--- config.mk ---
export PLATFORM = sky130hd
export DESIGN_NAME = seq_det_arbiter
export DESIGN_NICKNAME = d
export VERILOG_FILES = /design/src/rtl/seq_det_arb_pkg.sv /design/src/rtl/seq_det_arbiter_rr.sv /design/src/rtl/seq_det_arbiter.sv
export SDC_FILE = /design/constraint.sdc
export NUM_CORES = 1
export LEC_CHECK = 0
export CAP_MARGIN = 20
export CORE_AREA = 2 2 67 69
export DETAILED_ROUTE_END_ITERATION = 7
export DIE_AREA = 0 0 69 71
export GPL_TIMING_DRIVEN = 1
export PLACE_DENSITY = 0.91
export SLEW_MARGIN = 30
export SYNTH_ARGS = -nofsm -noshare
export SYNTH_HDL_FRONTEND = slang
export SYNTH_SLANG_ARGS = --single-unit
--- constraint.sdc ---
create_clock -name clk -period 5.3 [get_ports clk]
set_clock_uncertainty 0.1 [all_clocks]
set_input_delay 0.795 -clock clk [delete_from_list [all_inputs] [get_ports clk]]
set_output_delay 0.795 -clock clk [all_outputs]
set_load 0.01 [all_outputs]
--- src/rtl/seq_det_arb_pkg.sv ---
`default_nettype none
// ============================================================================
// Module   : seq_det_arb_pkg
// Purpose  : Shared FSM state type and width helper for seq_det_arbiter.
// Revision : 1.0 - initial release
// ============================================================================
package seq_det_arb_pkg;

    typedef enum logic [2:0] {
        IDLE   = 3'd0,
        CLEAR  = 3'd1,
        SHIFT  = 3'd2,
        DRAIN  = 3'd3,
        REPORT = 3'd4
    } state_t;

    localparam int DEFAULT_N_REQ = 4;

    // Index width that never collapses to zero bits for single-entry ranges.
    function automatic int id_w(input int n);
        return (n > 1) ? $clog2(n) : 1;
    endfunction

endpackage
`default_nettype wire

--- src/rtl/seq_det_arbiter_rr.sv ---
`default_nettype none
// ============================================================================
// Module   : rr_arbiter
// Purpose  : Round-robin request picker searching upward from ptr with wrap.
//            SEQ_DET_ARB_FIXED_PRIO_EN selects lowest-index-wins instead.
// Revision : 1.0 - initial release
// ============================================================================
module rr_arbiter
    import seq_det_arb_pkg::*;
#(
    parameter int N_REQ = DEFAULT_N_REQ,
    parameter int ID_W  = id_w(N_REQ)
) (
    input  logic [N_REQ-1:0] req,
    input  logic [ID_W-1:0]  ptr,
    output logic [N_REQ-1:0] grant,
    output logic [ID_W-1:0]  grant_idx,
    output logic             any_req
);

    int              w_sum;
    logic [ID_W-1:0] w_idx;
    logic            w_found;

    always_comb begin
        w_sum     = 0;
        w_idx     = '0;
        w_found   = 1'b0;
        grant_idx = '0;
        for (int i = 0; i < N_REQ; i++) begin
`ifdef SEQ_DET_ARB_FIXED_PRIO_EN
            w_sum = i;
`else
            w_sum = int'(ptr) + i;
            if (w_sum >= N_REQ) begin
                w_sum = w_sum - N_REQ;
            end
`endif
            w_idx = ID_W'(w_sum);
            if (!w_found && req[w_idx]) begin
                w_found   = 1'b1;
                grant_idx = w_idx;
            end
        end
    end

    assign any_req = |req;
    assign grant   = any_req ? (N_REQ'(1) << grant_idx) : '0;

endmodule
`default_nettype wire

--- src/rtl/seq_det_arbiter.sv ---
`default_nettype none
// ============================================================================
// Module   : seq_det_arbiter
// Purpose  : Time-shares one serial pattern detector between N_REQ requesters,
//            clearing it between bursts and reporting per-burst hit counts.
//            Optional macro: SEQ_DET_ARB_FIXED_PRIO_EN (fixed priority).
// Revision : 1.0 - initial release
// ============================================================================
module seq_det_arbiter
    import seq_det_arb_pkg::*;
#(
    parameter int N_REQ   = 4,
    parameter int BURST_W = 8,
    parameter int CNT_W   = 4,
    parameter int DET_LAT = 1
) (
    input  logic                     clk,
    input  logic                     rstn,
    input  logic [N_REQ-1:0]         req_valid,
    input  logic [N_REQ*BURST_W-1:0] req_data,
    output logic [N_REQ-1:0]         req_ready,
    output logic                     det_rstn,
    output logic                     det_in,
    input  logic                     det_out,
    output logic                     done_valid,
    output logic [$clog2(N_REQ)-1:0] done_id,
    output logic [CNT_W-1:0]         done_hits,
    output logic                     busy
);

    localparam int c_id_w  = id_w(N_REQ);
    localparam int c_bit_w = id_w(BURST_W);
    localparam int c_lat_w = id_w(DET_LAT);

    state_t             r_state;
    logic [c_id_w-1:0]  r_rr_ptr;
    logic [c_id_w-1:0]  r_gnt_idx;
    logic [BURST_W-1:0] r_burst;
    logic [c_bit_w-1:0] r_bit_idx;
    logic [c_lat_w-1:0] r_drain_cnt;
    logic [CNT_W-1:0]   r_hit_cnt;
    logic [CNT_W-1:0]   w_hit_next;
    logic [N_REQ-1:0]   w_gnt;
    logic [c_id_w-1:0]  w_gnt_idx;
    logic               w_any_req;

    rr_arbiter #(
        .N_REQ (N_REQ),
        .ID_W  (c_id_w)
    ) u_arb (
        .req       (req_valid),
        .ptr       (r_rr_ptr),
        .grant     (w_gnt),
        .grant_idx (w_gnt_idx),
        .any_req   (w_any_req)
    );

    // Saturating increment on a detector match.
    always_comb begin
        w_hit_next = r_hit_cnt;
        if (det_out && (r_hit_cnt != {CNT_W{1'b1}})) begin
            w_hit_next = r_hit_cnt + CNT_W'(1);
        end
    end

    always_ff @(posedge clk or negedge rstn) begin
        if (!rstn) begin
            r_state     <= IDLE;
            r_rr_ptr    <= '0;
            r_gnt_idx   <= '0;
            r_burst     <= '0;
            r_bit_idx   <= '0;
            r_drain_cnt <= '0;
            r_hit_cnt   <= '0;
            req_ready   <= '0;
            det_rstn    <= 1'b0;
            det_in      <= 1'b0;
            done_valid  <= 1'b0;
            done_id     <= '0;
            done_hits   <= '0;
            busy        <= 1'b0;
        end else begin
            req_ready  <= '0;
            done_valid <= 1'b0;
            done_id    <= '0;
            done_hits  <= '0;
            case (r_state)
                IDLE: begin
                    det_in <= 1'b0;
                    if (w_any_req) begin
                        r_state   <= CLEAR;
                        r_gnt_idx <= w_gnt_idx;
                        r_burst   <= req_data[int'(w_gnt_idx)*BURST_W +: BURST_W];
                        req_ready <= w_gnt;
                        det_rstn  <= 1'b0;
                        busy      <= 1'b1;
                    end else begin
                        det_rstn <= 1'b1;
                        busy     <= 1'b0;
                    end
                end
                CLEAR: begin
                    r_state   <= SHIFT;
                    r_hit_cnt <= '0;
                    r_bit_idx <= '0;
                    det_rstn  <= 1'b1;
                    det_in    <= r_burst[0];
                    r_burst   <= r_burst >> 1;
`ifdef SEQ_DET_ARB_FIXED_PRIO_EN
                    r_rr_ptr  <= '0;
`else
                    r_rr_ptr  <= (r_gnt_idx == c_id_w'(N_REQ - 1)) ? '0
                                                                   : r_gnt_idx + c_id_w'(1);
`endif
                end
                SHIFT: begin
                    r_hit_cnt <= w_hit_next;
                    if (r_bit_idx == c_bit_w'(BURST_W - 1)) begin
                        r_state     <= DRAIN;
                        r_drain_cnt <= '0;
                        det_in      <= 1'b0;
                    end else begin
                        r_bit_idx <= r_bit_idx + c_bit_w'(1);
                        det_in    <= r_burst[0];
                        r_burst   <= r_burst >> 1;
                    end
                end
                DRAIN: begin
                    r_hit_cnt <= w_hit_next;
                    if (r_drain_cnt == c_lat_w'(DET_LAT - 1)) begin
                        r_state    <= REPORT;
                        done_valid <= 1'b1;
                        done_id    <= r_gnt_idx;
                        done_hits  <= w_hit_next;
                    end else begin
                        r_drain_cnt <= r_drain_cnt + c_lat_w'(1);
                    end
                end
                REPORT: begin
                    r_state <= IDLE;
                    busy    <= 1'b0;
                end
                default: begin
                    r_state <= IDLE;
                    busy    <= 1'b0;
                end
            endcase
        end
    end

endmodule
`default_nettype wire

==> metrics.csv <==
stage,metric,value,unit
global_routing,antenna_found_initial,0,
clock_network,clkSinkCount,36,
worst_setup_path,crit_family,simple AND/OR/NAND/NOR gates,
floorplan,fp.dieH,71,microns
clock_network,cts.hold.buffers_added,0,
detailed_routing,dr.first_iter.drc_count,129,
flow_run,drv_cap,0,
timing,min_period_over_period,0.582,
timing,worst_pin_slew,0.781,ns
global_routing,grt_pass1_vias,1746,
timing,slew_headroom,0.475,
yosys,synthDistinctLibCells,43,
worst_setup_path,start_kind,input pin,
yosys,postSynth.asyncResetShare,1.00,
worst_setup_path,path_cells,clkdlybuf4s50_1 -> nor2_1 -> and4b_1 -> nor2_2 -> mux2i_1 -> o311ai_1,
floorplan,die_width,69,microns
finish,final_layout_size_suffix_gt1_frac,0.0568,
worst_setup_path,worstSetupStartpoint,req_valid[1],
global_routing,grt_pass1_wl,7850,microns
worst_hold_path,hold_path.class,reg2reg,
pwr,p_per_area,541,nW/um^2
yosys,synth_ff_type,dfrtp_1,
pwr,leakagePower,1.20,nW
timing,setup_viol,0,
timing,maxSlewViolCount,0,
floorplan,rows,24,
detailed_routing,drt-total-wl,4660,microns
clock_network,cts_buffers,5,
finish,fin_util,0.634,
worst_setup_path,end_kind,flip-flop,
detailed_routing,dr_total_vias,1835,
detailed_routing,drc,0,
pwr,finalPower,1.44,mW
detailed_routing,drtAntennaViolNets,0,
finish,diodes,0,
yosys,ys_seq_elements,36,
worst_setup_path,worstPathRequired,5.39,ns
floorplan,ios,53,
yosys,syn_nets,257,
finish,nets,306,
worst_setup_path,setup.worst_path.class,in2reg,
floorplan,design.core.area,4200,sq um
clock_network,cts_tree,done,
timing,setup-tns-final,0,ns
floorplan,start_util,0.478,
worst_setup_path,slowest_delay,0.54,ns
pwr,peakVddDrop,243,uV
global_routing,track_usage,0.199,
clock_network,htree_levels,2,
timing,min_period,3.09,ns
yosys,synth_edf_count,0,
yosys,seq_area_frac_synth,0.448,
worst_setup_path,timing.rr.start,r_state[0],
clock_network,clk_pin_slew,0.08,ns
timing,hold_ws,0.403,ns
worst_hold_path,hold_path_depth,1,
yosys,synth.avg_cell_area,9.39,sq um
clock_network,worstSkewPairLatency,0.29,ns
finish,final_common_cell,clkdlybuf4s50_1,
yosys,yosysWarnings,0,
timing,hold_viol,0,
clock_network,cts_root_buffer,clkbuf_8,
global_routing,grt_overflow,0,
worst_setup_path,timing.rr.end,r_burst[2],
yosys,netlist_instances,214,
placement,io_buffers,52,
worst_setup_path,arrival,3.18,ns
worst_setup_path,critical_path.max_fanout,11,
detailed_routing,dr.pass1.iters,5,
detailed_routing,wire_per_inst,14.7,microns
finish,final_cell_mix,"clkdlybuf4s50_1 (52), dfrtp_1 (36), nand2_1 (24)",
worst_setup_path,critPathBufInv,1,
clock_network,clockBufferDepth,2,
global_routing,grt_max_degree,37,
worst_setup_path,cp.depth,6,
yosys,yosysTopAreaCellShare,0.448,
detailed_routing,viasPerCell,5.81,
yosys,syn_area,2010,sq um
placement,gp_congestion,0.904,
clock_network,cts_setup_buffers,0,
floorplan,dieArea,4900,sq um
finish,area_growth,32.6,%
timing,fmax,0.324,GHz
worst_setup_path,ff2ff_path_depth,5,
clock_network,cts_resized,0,
placement,post-dp-hpwl,3380,microns
worst_setup_path,ff2ff_setup_slack,2.89,ns
worst_setup_path,cp_slowest_cell,nor2_1,
outcome,status,"complete, no violations",
yosys,yosysTopAreaCell,dfrtp_1,
timing,rsz0062_at_grt,no,
yosys,synthTopCellsByArea,"dfrtp_1 (45%), mux2i_1 (4.5%), nand2_1 (4.5%)",
worst_setup_path,setup.worst_path.end,r_burst[6],
registers in the layout, summed over array words and instances (netlist names), 3 cells and up:
name       cells
r_state        3
r_burst        8
r_bit_idx      3
r_hit_cnt      4
req_ready      4
done_hits      4
power breakdown:
group	internal [mW]	total (mW)	switching (mW)
Clock	0.139	0.242	0.102
Combinational	0.323	0.710	0.387
Sequential	0.381	0.491	0.110
how the worst min path moves through the flow:
stage                 startpoint            to  slack [ns]
floorplan           r_gnt_idx[1]  r_gnt_idx[1]        0.37
global placement        det_rstn      det_rstn        0.38
detailed placement      det_rstn      det_rstn        0.39
CTS                     det_rstn      det_rstn        0.40
global route            det_rstn      det_rstn        0.42
finish                  det_rstn      det_rstn        0.40
synthesized netlist by cell type (all sizes together) (7+ instances only):
cell and n:
and3 9, clkbuf 7, dfrtp 36, inv 12
mux2i 9, nand2 24, nor2 19, nor3 7
o21ai 12, o221ai 7, o311ai 9, o41ai 7
cell type report:
cell class | instances | area (sq um)
Clock inverter | 3 | 42.5
Timing Repair Buffer | 53 | 528
Clock buffer | 5 | 68.8
Fill cell | 356 | 1540
Multi-Input combinational cell | 154 | 1010
Tap cell | 52 | 65.1
Inverter | 13 | 48.8
Sequential cell | 36 | 901
per-stage QoR:
step | area (sq um) | std cells | setup WS [ns]
3_3_place_gp | 2550 | 308 | 1.82
5_1_grt | 2670 | 316 | 2.10
6_report | 2670 | 316 | 2.21
3_5_place_dp | 2550 | 308 | 1.63
4_1_cts | 2660 | 316 | 1.90
2_1_floorplan | 2010 | 214 | 2.97
metal layers:
layer  track usage  share of wire  vias to the layer above  routed length (microns)
li1              -              -                      888                        -
met5             0              0                        -                        0
met3        0.0541          0.062                        5                      290
met1         0.237           0.41                      875                     1930
met4        0.0763          0.011                        0                       49
met2         0.344           0.51                       67                     2390
cell families after synthesis:
kind of cell / Yosys count / synth area share
and+or+nand+nor: 83 / 0.205
AOI/OAI and AO/OA: 54 / 0.208
DFF: 36 / 0.448
buffers and inverters: 24 / 0.0498
muxes: 10 / 0.0504
adders and majority gates: 4 / 0.0249
xor gates and xnor gates: 3 / 0.0131
worst register-to-register path: stages (launching register included):
cell      delay (ns)
dfrtp_1         0.67
xor2_1          0.18
nand2_1         0.43
a31oi_2         0.56
o221ai_1        0.21
o311ai_1        0.14
Note: power is estimated with default switching activity, not from simulation.
